==> config.mk <==
export PLATFORM = sky130hd
export DESIGN_NAME = mem_arbiter
export DESIGN_NICKNAME = d
export VERILOG_FILES = /design/src/rtl/mem_arbiter.sv
export SDC_FILE = /design/constraint.sdc
export NUM_CORES = 1
export LEC_CHECK = 0
export ABC_AREA = 1
export CAP_MARGIN = 20
export CORE_ASPECT_RATIO = 1.75
export CORE_MARGIN = 3
export CORE_UTILIZATION = 25
export CTS_BUF_LIST = sky130_fd_sc_hd__clkbuf_16
export CTS_CLUSTER_DIAMETER = 120
export DETAILED_ROUTE_END_ITERATION = 12
export SYNTH_ARGS = -nofsm -noshare
export SYNTH_HDL_FRONTEND = slang
export SYNTH_SLANG_ARGS = --single-unit
==> constraint.sdc <==
create_clock -name clk -period 5.5 [get_ports clk]
set_clock_uncertainty 0.1 [all_clocks]
set_input_delay 0.55 -clock clk [delete_from_list [all_inputs] [get_ports clk]]
set_output_delay 0.55 -clock clk [all_outputs]
set_load 0.05 [all_outputs]
==> src/rtl/mem_arbiter.sv <==
// rtl/mem_arbiter.sv - round-robin arbiter sharing one single-port memory between fetch and data paths
// One access in flight at a time: IDLE -> ISSUE -> WAIT (MEM_LAT-1 cycles) -> DONE.
module mem_arbiter #(
    parameter int ADDR_W  = 32,
    parameter int DATA_W  = 32,
    parameter int MEM_LAT = 2
) (
    input  logic              clk,
    input  logic              reset,
    input  logic              if_req,
    input  logic [ADDR_W-1:0] if_addr,
    output logic              if_ack,
    output logic [DATA_W-1:0] if_rdata,
    input  logic              d_req,
    input  logic              d_we,
    input  logic [ADDR_W-1:0] d_addr,
    input  logic [DATA_W-1:0] d_wdata,
    output logic              d_ack,
    output logic [DATA_W-1:0] d_rdata,
    output logic              mem_en,
    output logic              mem_we,
    output logic [ADDR_W-1:0] mem_addr,
    output logic [DATA_W-1:0] mem_wdata,
    input  logic [DATA_W-1:0] mem_rdata,
    output logic              busy,
    output logic              grant_owner
);

    typedef enum logic [1:0] {IDLE, ISSUE, WAIT, DONE} state_t;

    localparam logic [3:0] LAT_M1 = 4'(MEM_LAT - 1);

    state_t            state_q;
    logic              rr_last_q;
    logic              owner_q;
    logic              we_q;
    logic              en_q;
    logic              if_ack_q;
    logic              d_ack_q;
    logic [3:0]        cnt_q;
    logic [ADDR_W-1:0] addr_q;
    logic [DATA_W-1:0] wdata_q;
    logic [DATA_W-1:0] if_rdata_q;
    logic [DATA_W-1:0] d_rdata_q;

    logic              any_req;
    logic              pick_d;
    logic              capture;
    logic [ADDR_W-1:0] sel_addr;

    // Data wins only when fetch is idle or fetch owned the previous grant.
    always_comb begin
        any_req       = if_req | d_req;
        pick_d        = d_req & (~if_req | ~rr_last_q);
        sel_addr      = pick_d ? d_addr : if_addr;
        sel_addr[1:0] = 2'b00;
        capture       = ((state_q == ISSUE) && (MEM_LAT == 1)) ||
                        ((state_q == WAIT) && (cnt_q == 4'd1));
    end

    always_ff @(posedge clk or posedge reset) begin
        if (reset) begin
            state_q    <= IDLE;
            rr_last_q  <= 1'b1;
            owner_q    <= 1'b0;
            we_q       <= 1'b0;
            en_q       <= 1'b0;
            if_ack_q   <= 1'b0;
            d_ack_q    <= 1'b0;
            cnt_q      <= '0;
            addr_q     <= '0;
            wdata_q    <= '0;
            if_rdata_q <= '0;
            d_rdata_q  <= '0;
        end else begin
            if_ack_q <= 1'b0;
            d_ack_q  <= 1'b0;
            unique case (state_q)
                IDLE: begin
                    if (any_req) begin
                        state_q   <= ISSUE;
                        owner_q   <= pick_d;
                        rr_last_q <= pick_d;
                        we_q      <= pick_d & d_we;
                        addr_q    <= sel_addr;
                        wdata_q   <= (pick_d & d_we) ? d_wdata : '0;
                        en_q      <= 1'b1;
                    end
                end
                ISSUE: begin
                    en_q    <= 1'b0;
                    cnt_q   <= LAT_M1;
                    state_q <= (MEM_LAT == 1) ? DONE : WAIT;
                end
                WAIT: begin
                    cnt_q <= cnt_q - 4'd1;
                    if (capture) begin
                        state_q <= DONE;
                    end
                end
                DONE: begin
                    state_q <= IDLE;
                end
                default: begin
                    state_q <= IDLE;
                end
            endcase
            // Read data lands in the owner's register on the same edge that enters DONE.
            if (capture) begin
                if (owner_q) begin
                    d_ack_q <= 1'b1;
                    if (!we_q) begin
                        d_rdata_q <= mem_rdata;
                    end
                end else begin
                    if_ack_q   <= 1'b1;
                    if_rdata_q <= mem_rdata;
                end
            end
        end
    end

    assign if_ack      = if_ack_q;
    assign if_rdata    = if_rdata_q;
    assign d_ack       = d_ack_q;
    assign d_rdata     = d_rdata_q;
    assign mem_en      = en_q;
    assign mem_we      = we_q;
    assign mem_addr    = addr_q;
    assign mem_wdata   = wdata_q;
    assign busy        = (state_q != IDLE);
    assign grant_owner = owner_q;

endmodule

# Word-level counts from Yosys, hierarchy flattened
# Cells that the tools add are included.
# word_totals
register_bits	138
# op_classes
eq_ne	6
add_sub_neg	1
mux	12
reduce_logical	10
n_bitwise	8
# op_table
op	count
$mux W32	2
$pmux W2 S4	1
$pmux W4 S2	1
$reduce_and A2 Y1	4
$reduce_bool A2 Y1	3
$mux W1	5
$eq A2 B2 Y1 const B	2
$eq A4 B1 Y1 const B	1
$mux W2	2
$ne A2 B2 Y1 const B	2
$not A1 Y1	4
$sub A4 B1 Y4 const B	1
$reduce_and A3 Y1	1
$and A1 B1 Y1	2
$eq A2 B1 Y1 const B	1
$logic_not A2 Y1	1
$or A1 B1 Y1	2
$pmux W1 S2	1
$logic_and A1 B1 Y1	1

# Depth between registers and ports, before layout
# logic_depth
word_depth	5
depth_mapped	8

# Least setup slack after synthesis
# OpenSTA, ideal clock, no wires.
# synth_path
path_kind	reg2out
startpoint	reg state_q[0]
endpoint	out busy
stages_incl_launch_ff	4
n_path_buf	0
slack_ns	3.870
t_arrival_ns	0.980
path_cell_list	dfrtp_1 inv_1 ha_1 inv_1
# synth_between
elab_chain_cells	1
# synth_lines
element	line	text
start: declaration	33	state_t state_q;
start signal: assignment	93	state_q <= (MEM_LAT == 1) ? DONE : WAIT;
$reduce_bool A2 Y1	131	assign busy = (state_q != IDLE);
end: declaration	25	output logic busy,
# No other way between the ends.

# Final worst setup path
# Same ends and word-level chain as after synthesis.

==> metrics.md <==
| Metric | Value |
|---|---|
| Placer Congestion | `0.767` |
| Cts bufs inserted | `17` |
| Via count of the first global-routing pass | `5647` |
| Crit path capture type | `output pin` |
| # clock sinks | `138` |
| 1st-pass router iterations | `4` |
| Number of port buffers | `260` |
| DIE AREA | `26300 sq um` |
| Slowest-stage cell, CP | `clkdlybuf4s50_1` |
| Final nets | `1101` |
| # Post-CTS Setup Buffers | `0` |
| Register bit total from synthesis | `138` |
| Critical path cell sequence | `inv_1 > ha_1 > inv_1 > clkdlybuf4s50_1` |
| Top cells by area, synth | `dfrtp_1, nand2_1, nand4_1, inv_1, o21ai_0` |
| Avg Cell Area, Syn | `8.39 sq um` |
| Critical path class | `register to output pin` |
| Via count | `5606` |
| Cell family with most CP delay | `buffers and inverters` |
| Largest stage delay, worst path | `0.83 ns` |
| VDD IR max | `0.276 mV` |
| Routed WL | `19.7 mm` |
| Hold Path Class | `register to register` |
| Met2 Use GR | `28.3%` |
| Synth top area share | `56.5%` |
| Die width | `124 um` |
| CTS tree | `built` |
| Relative slew slack | `28.4%` |
| Vias per cell | `4.38` |
| Most numerous cell on the critical path | `inv_1` |
| Status | `completed` |
| # H-tree levels | `4` |
| GR Util met1 | `16.1%` |
| Synth cell types | `22` |
| RSZ-0062 raised after global routing | `no` |
| PD cells | `726 nW/um^2` |
| Worst skew pair latency | `0.42 ns` |
| Initial Util | `25.7%` |
| Initial DRC count | `233` |
| Tcrit/Tclk final | `49.9%` |
| Ys Warns | `0` |
| Synth-to-layout area growth | `56.4%` |
| Number of max-cap violations | `0` |
| Worst Path Buf+Inv | `3` |
| WHS | `0.367 ns` |
| Final Setup Violations | `0` |
| Post_cts resized | `0` |
| Pins Over Slew Limit | `0` |
| Row cnt | `74` |
| Setup TNS | `0 ns` |
| DP Cell Count | `1247` |
| Hold Violations, Final | `0` |
| Number of top-level pins | `267` |
| Tightest Pin Transition | `1.07 ns` |
| Min Tclk post-route | `2.74 ns` |
| Gate Count Post-Synth | `723` |
| R2r setup slk | `3.05 ns` |
| Die Span Y | `212 um` |
| Clock-pin slew on the worst setup and hold paths | `0.06 ns` |
| GR peak layer | `met2` |
| Total grt overflow | `0` |
| Worst path arrival time | `2.09 ns` |
| Startpoint types | `register` |
| Cell taking the most area after synthesis | `dfrtp_1` |
| DP Wirelength | `13.8 mm` |
| First-pass GRT wire length | `30.8 mm` |
| ANT nets after route | `0` |
| Clock buffer depth | `2` |
| WP data required | `4.85 ns` |
| Ratio of cells with drive above 1 in the final layout | `4.72%` |
| Sequential area share after synthesis | `56.9%` |
| Fill cell count | `2417` |
| Mapped Area | `6070 sq um` |
| Largest net degree at the start of global routing | `71` |
| DRC | `0` |
| Ant diodes | `0` |
| Cell Count, Final, Fillers Out | `1279` |
| Core Box Area | `23600 sq um` |
| P_leak | `4.57 nW` |
| Cts hold-fix bufs | `0` |
| Met3 GRT Util | `3.62%` |
| Initial antenna violation count | `0` |
| Root buffer cell | `clkbuf_16` |
| Achievable clock frequency | `0.365 GHz` |
| GR Util All Layers | `15.2%` |
| Max FO, Critical Path | `5` |
| Routed len/inst | `15.4 um` |
cells in the mapped netlist:
cell and n:
nor2_4 2, o21ai_2 1, buf_1 4, inv_2 1, nand3b_1 12, dfstp_2 1, nand4_1 67, clkbuf_2 1
nand2_1 306, a21oi_1 2, buf_4 4, ha_1 5, nand3_1 34, conb_1 1, dfrtp_1 137, o21ai_0 35
buf_2 26, nor2_1 8, inv_1 57, o21ai_1 2, nor3_1 1, clkbuf_1 16
power by group:
| group | total, mW | internal [mW] | switching, mW |
|---|---|---|---|
| Sequential | 1.78 | 1.51 | 0.267 |
| Clock | 1.10 | 0.657 | 0.442 |
| Combinational | 4.01 | 1.20 | 2.81 |
| Total | 6.89 | 3.37 | 3.52 |
final cells by class:
cell class	count	area, sq um	area share, %
Multi-Input combinational cell	477	2170	22.9
Inverter	58	223	2.35
Timing Repair Buffer	271	2710	28.5
Tap cell	304	380	4.01
Clock buffer	17	425	4.48
Sequential cell	138	3450	36.4
Clock inverter	14	134	1.41
path summary, 6_finish.rpt:
path,from,end,cells after the start
min in group asynchronous,reset,mem_wdata[26],2
setup / recovery,state_q[0],busy,4
max in group asynchronous,reset,if_rdata[21],3
setup reg to reg,state_q[0],if_rdata[19],7
hold / removal,d_rdata[2],d_rdata[2],2
hold reg to reg,d_rdata[2],d_rdata[2],2
cell usage in the layout, fill, tap and decap left out, types with 2 or more instances in the layout:
cell type,instances
clkbuf_16,17
nand2_1,306
conb_1,2
dfrtp_1,137
a21oi_1,2
clkinv_1,2
clkdlybuf4s50_1,260
ha_1,4
o21ai_1,2
nor2_1,8
clkinv_2,3
o21ai_0,35
buf_4,10
bufinv_16,2
inv_1,57
clkinv_4,2
clkinvlp_4,4
nand4_1,67
nand3b_1,12
nand3_1,34
nor2_4,2
registers in the layout, indices dropped and copies added, names as in the netlist, 2 cells and up:
register / count
d_rdata: 32
mem_wdata: 32
cnt_q: 4
if_rdata: 32
state_q: 2
mem_addr: 30
stage by stage:
stage	total power, mW	utilization [%]	setup slack (ns)	instance area, sq um
global route	7.31	40.2	2.64	9490
global placement	5.81	37.7	2.55	8900
floorplan	4.43	-	1.16	6070
CTS	6.98	40.1	2.68	9460
detailed placement	5.85	37.7	2.51	8900
finish	6.89	40.2	2.76	9490
cell families after synthesis:
kind of cell    synth area share, %
compound gates                 3.36
fa+ha+maj                      1.03
simple gates                   31.1
flops                          56.9
other cells                  0.0618
buf+inv                        7.55
metal layers:
layer | vias up | share of wire (%)
li1 | 2788 | -
met1 | 2608 | 37
met2 | 186 | 56
met3 | 24 | 5.5
met4 | 0 | 2.3
met5 | - | 0
tightest hold or removal path: stages, from the launching register on:
cell	delay [ns]
dfrtp_1	0.34
nand2_1	0.05
nand2_1	0.04
(Power assumes the default switching activity.)
